--- config.mk ---
export PLATFORM = sky130hd
export DESIGN_NAME = mult_view_ctrl
export DESIGN_NICKNAME = d
export VERILOG_FILES = /design/src/rtl/mult_view_ctrl.sv
export SDC_FILE = /design/constraint.sdc
export NUM_CORES = 1
export LEC_CHECK = 0
export CAP_MARGIN = 10
export CORE_AREA = 5 5 119 121
export DETAILED_ROUTE_END_ITERATION = 10
export DIE_AREA = 0 0 124 126
export GPL_TIMING_DRIVEN = 0
export PLACE_DENSITY = 0.85
export SYNTH_ARGS = -nofsm -noshare
export SYNTH_HDL_FRONTEND = slang
export SYNTH_SLANG_ARGS = --single-unit
export TNS_END_PERCENT = 30
--- constraint.sdc ---
create_clock -name CLK -period 2.3 [get_ports CLK]
set_input_delay 0.23 -clock CLK [delete_from_list [all_inputs] [get_ports CLK]]
set_output_delay 0.23 -clock CLK [all_outputs]
set_load 0.01 [all_outputs]
--- src/rtl/mult_view_ctrl.sv ---
// Operand/product display controller: four operand registers, one shared
// shift-add multiplier computing A*B then C*D, and a manual/timed view rotator.
module mult_view_ctrl #(
    parameter int WIDTH = 8,
    parameter int DWELL = 50000000
) (
    input  logic                 CLK,
    input  logic                 RST_N,
    input  logic                 LOAD,
    input  logic [1:0]           LOAD_SEL,
    input  logic [WIDTH-1:0]     DIN,
    input  logic                 START,
    input  logic                 MODE_NEXT,
    input  logic                 AUTO,
    output logic [WIDTH-1:0]     A,
    output logic [WIDTH-1:0]     B,
    output logic [WIDTH-1:0]     C,
    output logic [WIDTH-1:0]     D,
    output logic [2*WIDTH-1:0]   PROD,
    output logic                 SEL_PROD,
    output logic                 SEL_AB,
    output logic                 BUSY,
    output logic                 DONE
);

    localparam int PW = 2 * WIDTH;
    localparam int CW = (WIDTH > 1) ? $clog2(WIDTH) : 1;
    localparam int DW = $clog2(DWELL);

    typedef enum logic [1:0] {
        IDLE,
        MUL_AB,
        MUL_CD,
        DONE_ST
    } state_t;

    state_t            state_q;
    state_t            state_d;

    logic [PW-1:0]     acc_q;
    logic [PW-1:0]     mcand_q;
    logic [PW-1:0]     acc_sum;
    logic [PW-1:0]     p_ab_q;
    logic [PW-1:0]     p_cd_q;
    logic [WIDTH-1:0]  mplier_q;
    logic [CW-1:0]     cnt_q;
    logic              last_bit;

    logic [1:0]        view_q;
    logic [DW-1:0]     dwell_q;
    logic              dwell_expired;

    always_comb begin
        acc_sum  = mplier_q[0] ? (acc_q + mcand_q) : acc_q;
        last_bit = (cnt_q == CW'(WIDTH - 1));
    end

    // State register
    always_ff @(posedge CLK) begin
        if (!RST_N) begin
            state_q <= IDLE;
        end else begin
            state_q <= state_d;
        end
    end

    // Next-state logic
    always_comb begin
        state_d = state_q;
        case (state_q)
            IDLE:    if (START) state_d = MUL_AB;
            MUL_AB:  if (last_bit) state_d = MUL_CD;
            MUL_CD:  if (last_bit) state_d = DONE_ST;
            DONE_ST: state_d = IDLE;
            default: state_d = IDLE;
        endcase
    end

    // Output logic
    always_comb begin
        BUSY     = (state_q == MUL_AB) || (state_q == MUL_CD);
        DONE     = (state_q == DONE_ST);
        SEL_PROD = view_q[1];
        SEL_AB   = ~view_q[0];
        PROD     = SEL_AB ? p_ab_q : p_cd_q;
    end

    // Operand registers and shift-add datapath
    always_ff @(posedge CLK) begin
        if (!RST_N) begin
            A        <= '0;
            B        <= '0;
            C        <= '0;
            D        <= '0;
            acc_q    <= '0;
            mcand_q  <= '0;
            mplier_q <= '0;
            cnt_q    <= '0;
            p_ab_q   <= '0;
            p_cd_q   <= '0;
        end else begin
            if (state_q == IDLE && LOAD) begin
                case (LOAD_SEL)
                    2'd0:    A <= DIN;
                    2'd1:    B <= DIN;
                    2'd2:    C <= DIN;
                    default: D <= DIN;
                endcase
            end
            case (state_q)
                IDLE: begin
                    if (START) begin
                        // Non-blocking reads take the pre-load operand values
                        acc_q    <= '0;
                        mcand_q  <= PW'(A);
                        mplier_q <= B;
                        cnt_q    <= '0;
                    end
                end
                MUL_AB: begin
                    if (last_bit) begin
                        p_ab_q   <= acc_sum;
                        acc_q    <= '0;
                        mcand_q  <= PW'(C);
                        mplier_q <= D;
                        cnt_q    <= '0;
                    end else begin
                        acc_q    <= acc_sum;
                        mcand_q  <= mcand_q << 1;
                        mplier_q <= mplier_q >> 1;
                        cnt_q    <= cnt_q + CW'(1);
                    end
                end
                MUL_CD: begin
                    if (last_bit) begin
                        p_cd_q <= acc_sum;
                        cnt_q  <= '0;
                    end else begin
                        acc_q    <= acc_sum;
                        mcand_q  <= mcand_q << 1;
                        mplier_q <= mplier_q >> 1;
                        cnt_q    <= cnt_q + CW'(1);
                    end
                end
                default: ;
            endcase
        end
    end

    assign dwell_expired = (dwell_q == DW'(DWELL - 1));

    // View rotation: completion > manual step > dwell expiry > dwell count
    always_ff @(posedge CLK) begin
        if (!RST_N) begin
            view_q  <= 2'd0;
            dwell_q <= '0;
        end else if (state_q == DONE_ST) begin
            view_q  <= 2'd2;
            dwell_q <= '0;
        end else if (MODE_NEXT) begin
            view_q  <= view_q + 2'd1;
            dwell_q <= '0;
        end else if (AUTO && dwell_expired) begin
            view_q  <= view_q + 2'd1;
            dwell_q <= '0;
        end else if (AUTO) begin
            dwell_q <= dwell_q + DW'(1);
        end else begin
            dwell_q <= '0;
        end
    end

endmodule

==> out/qor.txt <==
===============================================================================================
Clock period minus worst slack                                                          2.33 ns
Sequential cell area                                                                   2760 um2
Top Ports                                                                                    68
Logic depth of the worst setup path including buffers                                        10
Peak supply drop                                                                       0.612 mV
Slew headroom                                                                             26.4%
Top achievable clock speed                                                            0.429 GHz
Fin Clk Skew                                                                         0.00867 ns
Path depth of the worst reg2reg path                                                         10
Max-capacitance violation count                                                               0
Area share of xor/xnor cells in the synthesized design                                    4.60%
Critical Path Slowest Stage Cell                                                   sky130_fd_sc_hd__fa_2
Unrepaired setup endpoints after global routing                                            true
Area share of the leading cell type in the synthesized netlist                            42.3%
Number of vias after detailed routing                                                     6,228
Run status                                                                         complete, but fails checks
Insertion delay of the later-clocked pin in the worst-skew pair                         0.42 ns
Multi-input gate area                                                                  3740 um2
Critical path's top delay family                                                   compound AO/OA/AOI/OAI gates
Compound-Gate Fraction of Synth Area                                                      19.1%
Worst Tran Pin Value                                                                    1.10 ns
Hold Crit Depth                                                                               3
Layout Utilization                                                                        63.7%
Setup TNS after final layout                                                         -0.0764 ns
TritonRoute pass-1 iters                                                                      5
H-Tree Level Count                                                                            4
Master cell of the clock root buffer                                               sky130_fd_sc_hd__clkbuf_16
Clock Power Share                                                                         33.5%
Number of core rows                                                                          42
Violated checks                                                                    negative setup slack
Sum of net half-perimeters after detailed placement                                   12,100 um
Wire length of the first global-routing pass                                          28,800 um
Area of the die                                                                      15,600 um2
Top-count cell post-synth                                                          sky130_fd_sc_hd__dfxtp_1
Worst path setup slack after routing                                                 -0.0327 ns
Synthesized-area fraction occupied by adder cells                                         4.75%
Floorplan Core Area                                                                  13,000 um2
GRT Util Overall                                                                          23.1%
Pin count of the biggest net entering global routing                                         17
Static Leakage                                                                          3.08 nW
Routability Congestion                                                                    0.918
Critical-path cell list                                                            ha_4, fa_2, a21oi_4, o21ai_2, a211oi_2, buf_4, o21bai_1, a21oi_1, xor2_1, a31oi_1
Initial core utilization                                                                  49.9%
Detailed-route wire length                                                            18,500 um
Buffers & Inverters on Critical Path                                                          1
Largest family of logic cells by synthesized area                                  simple AND/OR/NAND/NOR gates
Top area cells in the synthesized netlist                                          sky130_fd_sc_hd__dfxtp_1 42%, sky130_fd_sc_hd__nand2_1 7.2%, sky130_fd_sc_hd__nor2_1 5.7%
Net count of the mapped netlist                                                             822
Switching power total                                                                 0.00279 W
Synthesis-to-layout area growth                                                           27.7%
Top cells by count, synth                                                          137 x sky130_fd_sc_hd__dfxtp_1, 125 x sky130_fd_sc_hd__nand2_1, 98 x sky130_fd_sc_hd__nor2_1
Fraction of synthesis flops using an asynchronous set or reset pin                           0%
Nets@finish                                                                                 918
Floorplan die width                                                                      124 um
Count of input and output buffers                                                            66
Share of the yosys chip area belonging to registers                                       42.3%
Post-synthesis cell type count                                                               53
Cell taking the most area after synthesis                                          sky130_fd_sc_hd__dfxtp_1
CTS tree                                                                                  built
Post-synth EDFFs                                                                              0
Number of diodes                                                                              0
Slowest Stage Delay on Critical Path                                                    0.37 ns
Critical path data arrival time                                                         2.62 ns
# setup viols final                                                                           6
Area share of and/or/nand/nor cells after synthesis                                       21.4%
DRC                                                                                           0
Crit path launch type                                                                      flop
CP endpoint kind                                                                           flop
Total Power Consumption                                                               0.00796 W
Max-slew violations                                                                           0
Final Cycle Share                                                                          101%
Layout Cells excl Fill                                                                    1,067
Antenna violations before repair                                                              0
Overall overflow remaining after global route                                                 0
Number of synthesis warnings                                                                  0
Clock input transition at the sequential cells of the worst setup and hold paths        0.06 ns
Required time worst endpoint                                                            2.58 ns
Setup Crit Path Kind                                                                    reg2reg
Vias per cell                                                                              5.84
Final routed wire length divided by cell count                                          17.4 um
DRT iter0 DRCs                                                                              657
Proportion of layout cells with a drive suffix above 1                                    13.7%
Total of flip-flops plus latches after synthesis                                            137
Post-CTS Hold Fix Bufs                                                                        0
Area of the mapped netlist                                                             6480 um2
Switching fraction of total power                                                         35.1%
Total placed cells including tap cells                                                    1,024
Crit Path Max Fanout                                                                          4
Clk sink count                                                                              137
Main flop type after synthesis                                                     sky130_fd_sc_hd__dfxtp_1
Path type of the worst min-delay path                                                    in2reg
Number of CTS-inserted buffers                                                               17
Internal power                                                                        0.00517 W
Share of power burned in combinational logic                                              31.1%
Post-Syn Instances                                                                          782
Ratio of total power to cell area                                                    962 nW/um2
Fill cell total of the finished layout                                                    1,020
Via count of the first global-routing pass                                                5,888
Remaining antenna violation count                                                             0
Mux contribution to synthesized area                                                      4.65%
Height of the chip                                                                       126 um
Maximum buffer depth of the clock tree                                                        2
Part of the total power dissipated in sequential elements                                 35.4%
Final hold slack                                                                       0.337 ns
Hold violation count in the final report                                                      0
Post-synthesis average cell area                                                       8.28 um2
===============================================================================================
==> routing by layer <==
metal / vias to the layer above / GRT usage [%] / wire [um] / share of wire (%)
met2: 274 / 37.0 / 8900 / 48
met5: - / 0 / 0 / 0
li1: 2937 / - / - / -
met4: 0 / 9.54 / 553 / 3.0
met3: 60 / 5.25 / 1330 / 7.2
met1: 2957 / 29.8 / 7740 / 42
==> worst reg2reg max path: stages, from the launching register on <==
cell and delay (ns):
sky130_fd_sc_hd__dfxtp_2 0.34, sky130_fd_sc_hd__ha_4 0.17, sky130_fd_sc_hd__fa_2 0.37, sky130_fd_sc_hd__a21oi_4 0.16, sky130_fd_sc_hd__o21ai_2 0.10, sky130_fd_sc_hd__a211oi_2 0.22, sky130_fd_sc_hd__buf_4 0.17, sky130_fd_sc_hd__o21bai_1 0.07
sky130_fd_sc_hd__a21oi_1 0.17, sky130_fd_sc_hd__xor2_1 0.29, sky130_fd_sc_hd__a31oi_1 0.12
==> area by class of cell <==
class | instances | share of cell area [%]
timing repair buffer | 78 | 9.07
multi-input combinational | 592 | 45.2
clock inverter | 10 | 1.10
inverter | 9 | 0.408
sequential | 137 | 33.4
clock buffer | 22 | 5.97
buffer | 43 | 2.24
tap | 176 | 2.66
==> sequential cells by signal, summed over array words and instances (netlist names) <==
register and flops:
A 8, p_cd_q 16, dwell_q 26, mcand_q 16, B 8, acc_q 16
p_ab_q 16, D 8, cnt_q 3, mplier_q 8, state_q 2, C 8
view_q 2
==> power groups by stage <==
| stage | logic [W] | clock network, W | registers (W) |
|---|---|---|---|
| after floorplan | 0.00153 | 0 | 0.00278 |
| after global placement | 0.00214 | 0 | 0.00281 |
| after detailed placement | 0.00218 | 0 | 0.00281 |
| after CTS | 0.00224 | 0.00268 | 0.00278 |
| after global routing | 0.00269 | 0.00281 | 0.00282 |
| final | 0.00247 | 0.00267 | 0.00281 |
==> cell usage in the layout (no fill, tap or decap), types with 17 or more instances in the layout <==
cell type	count
sky130_fd_sc_hd__nor3_1	20
sky130_fd_sc_hd__nand3_1	26
sky130_fd_sc_hd__nor2_1	97
sky130_fd_sc_hd__a211oi_1	19
sky130_fd_sc_hd__xor2_1	19
sky130_fd_sc_hd__o21ai_0	22
sky130_fd_sc_hd__ha_1	17
sky130_fd_sc_hd__clkdlybuf4s50_1	66
sky130_fd_sc_hd__clkbuf_16	17
sky130_fd_sc_hd__dfxtp_1	126
sky130_fd_sc_hd__mux2_2	17
sky130_fd_sc_hd__clkbuf_1	23
sky130_fd_sc_hd__a21oi_1	70
sky130_fd_sc_hd__nand2_1	124
==> logic make-up after synthesis <==
family	after synthesis
compound gates	190
flops	137
mux	28
buf+inv	53
xor+xnor	34
fa+ha+maj	24
simple gates	316
==> worst paths after layout <==
check,start,to,slack [ns]
max,acc_q[0],p_cd_q[10],-0.03
min,RST_N,p_cd_q[15],0.34
max reg2reg,acc_q[0],p_cd_q[10],-0.03
min reg2reg,dwell_q[0],dwell_q[0],0.47
==> timing repair <==
action,4_1_cts,5_1_grt
pin swaps,5,15
setup endpoints to repair,44,63
buffers inserted,6,6
gates resized for setup,24,48
==> through the flow <==
step | instance area [um2] | setup slack, ns
2_1_floorplan | 6480 | 0.0161
5_1_grt | 8270 | -0.142
3_3_place_gp | 7360 | -0.295
6_report | 8270 | -0.0327
4_1_cts | 8080 | -0.0610
3_5_place_dp | 7360 | -0.358
Note: power is estimated with default switching activity, not from simulation.
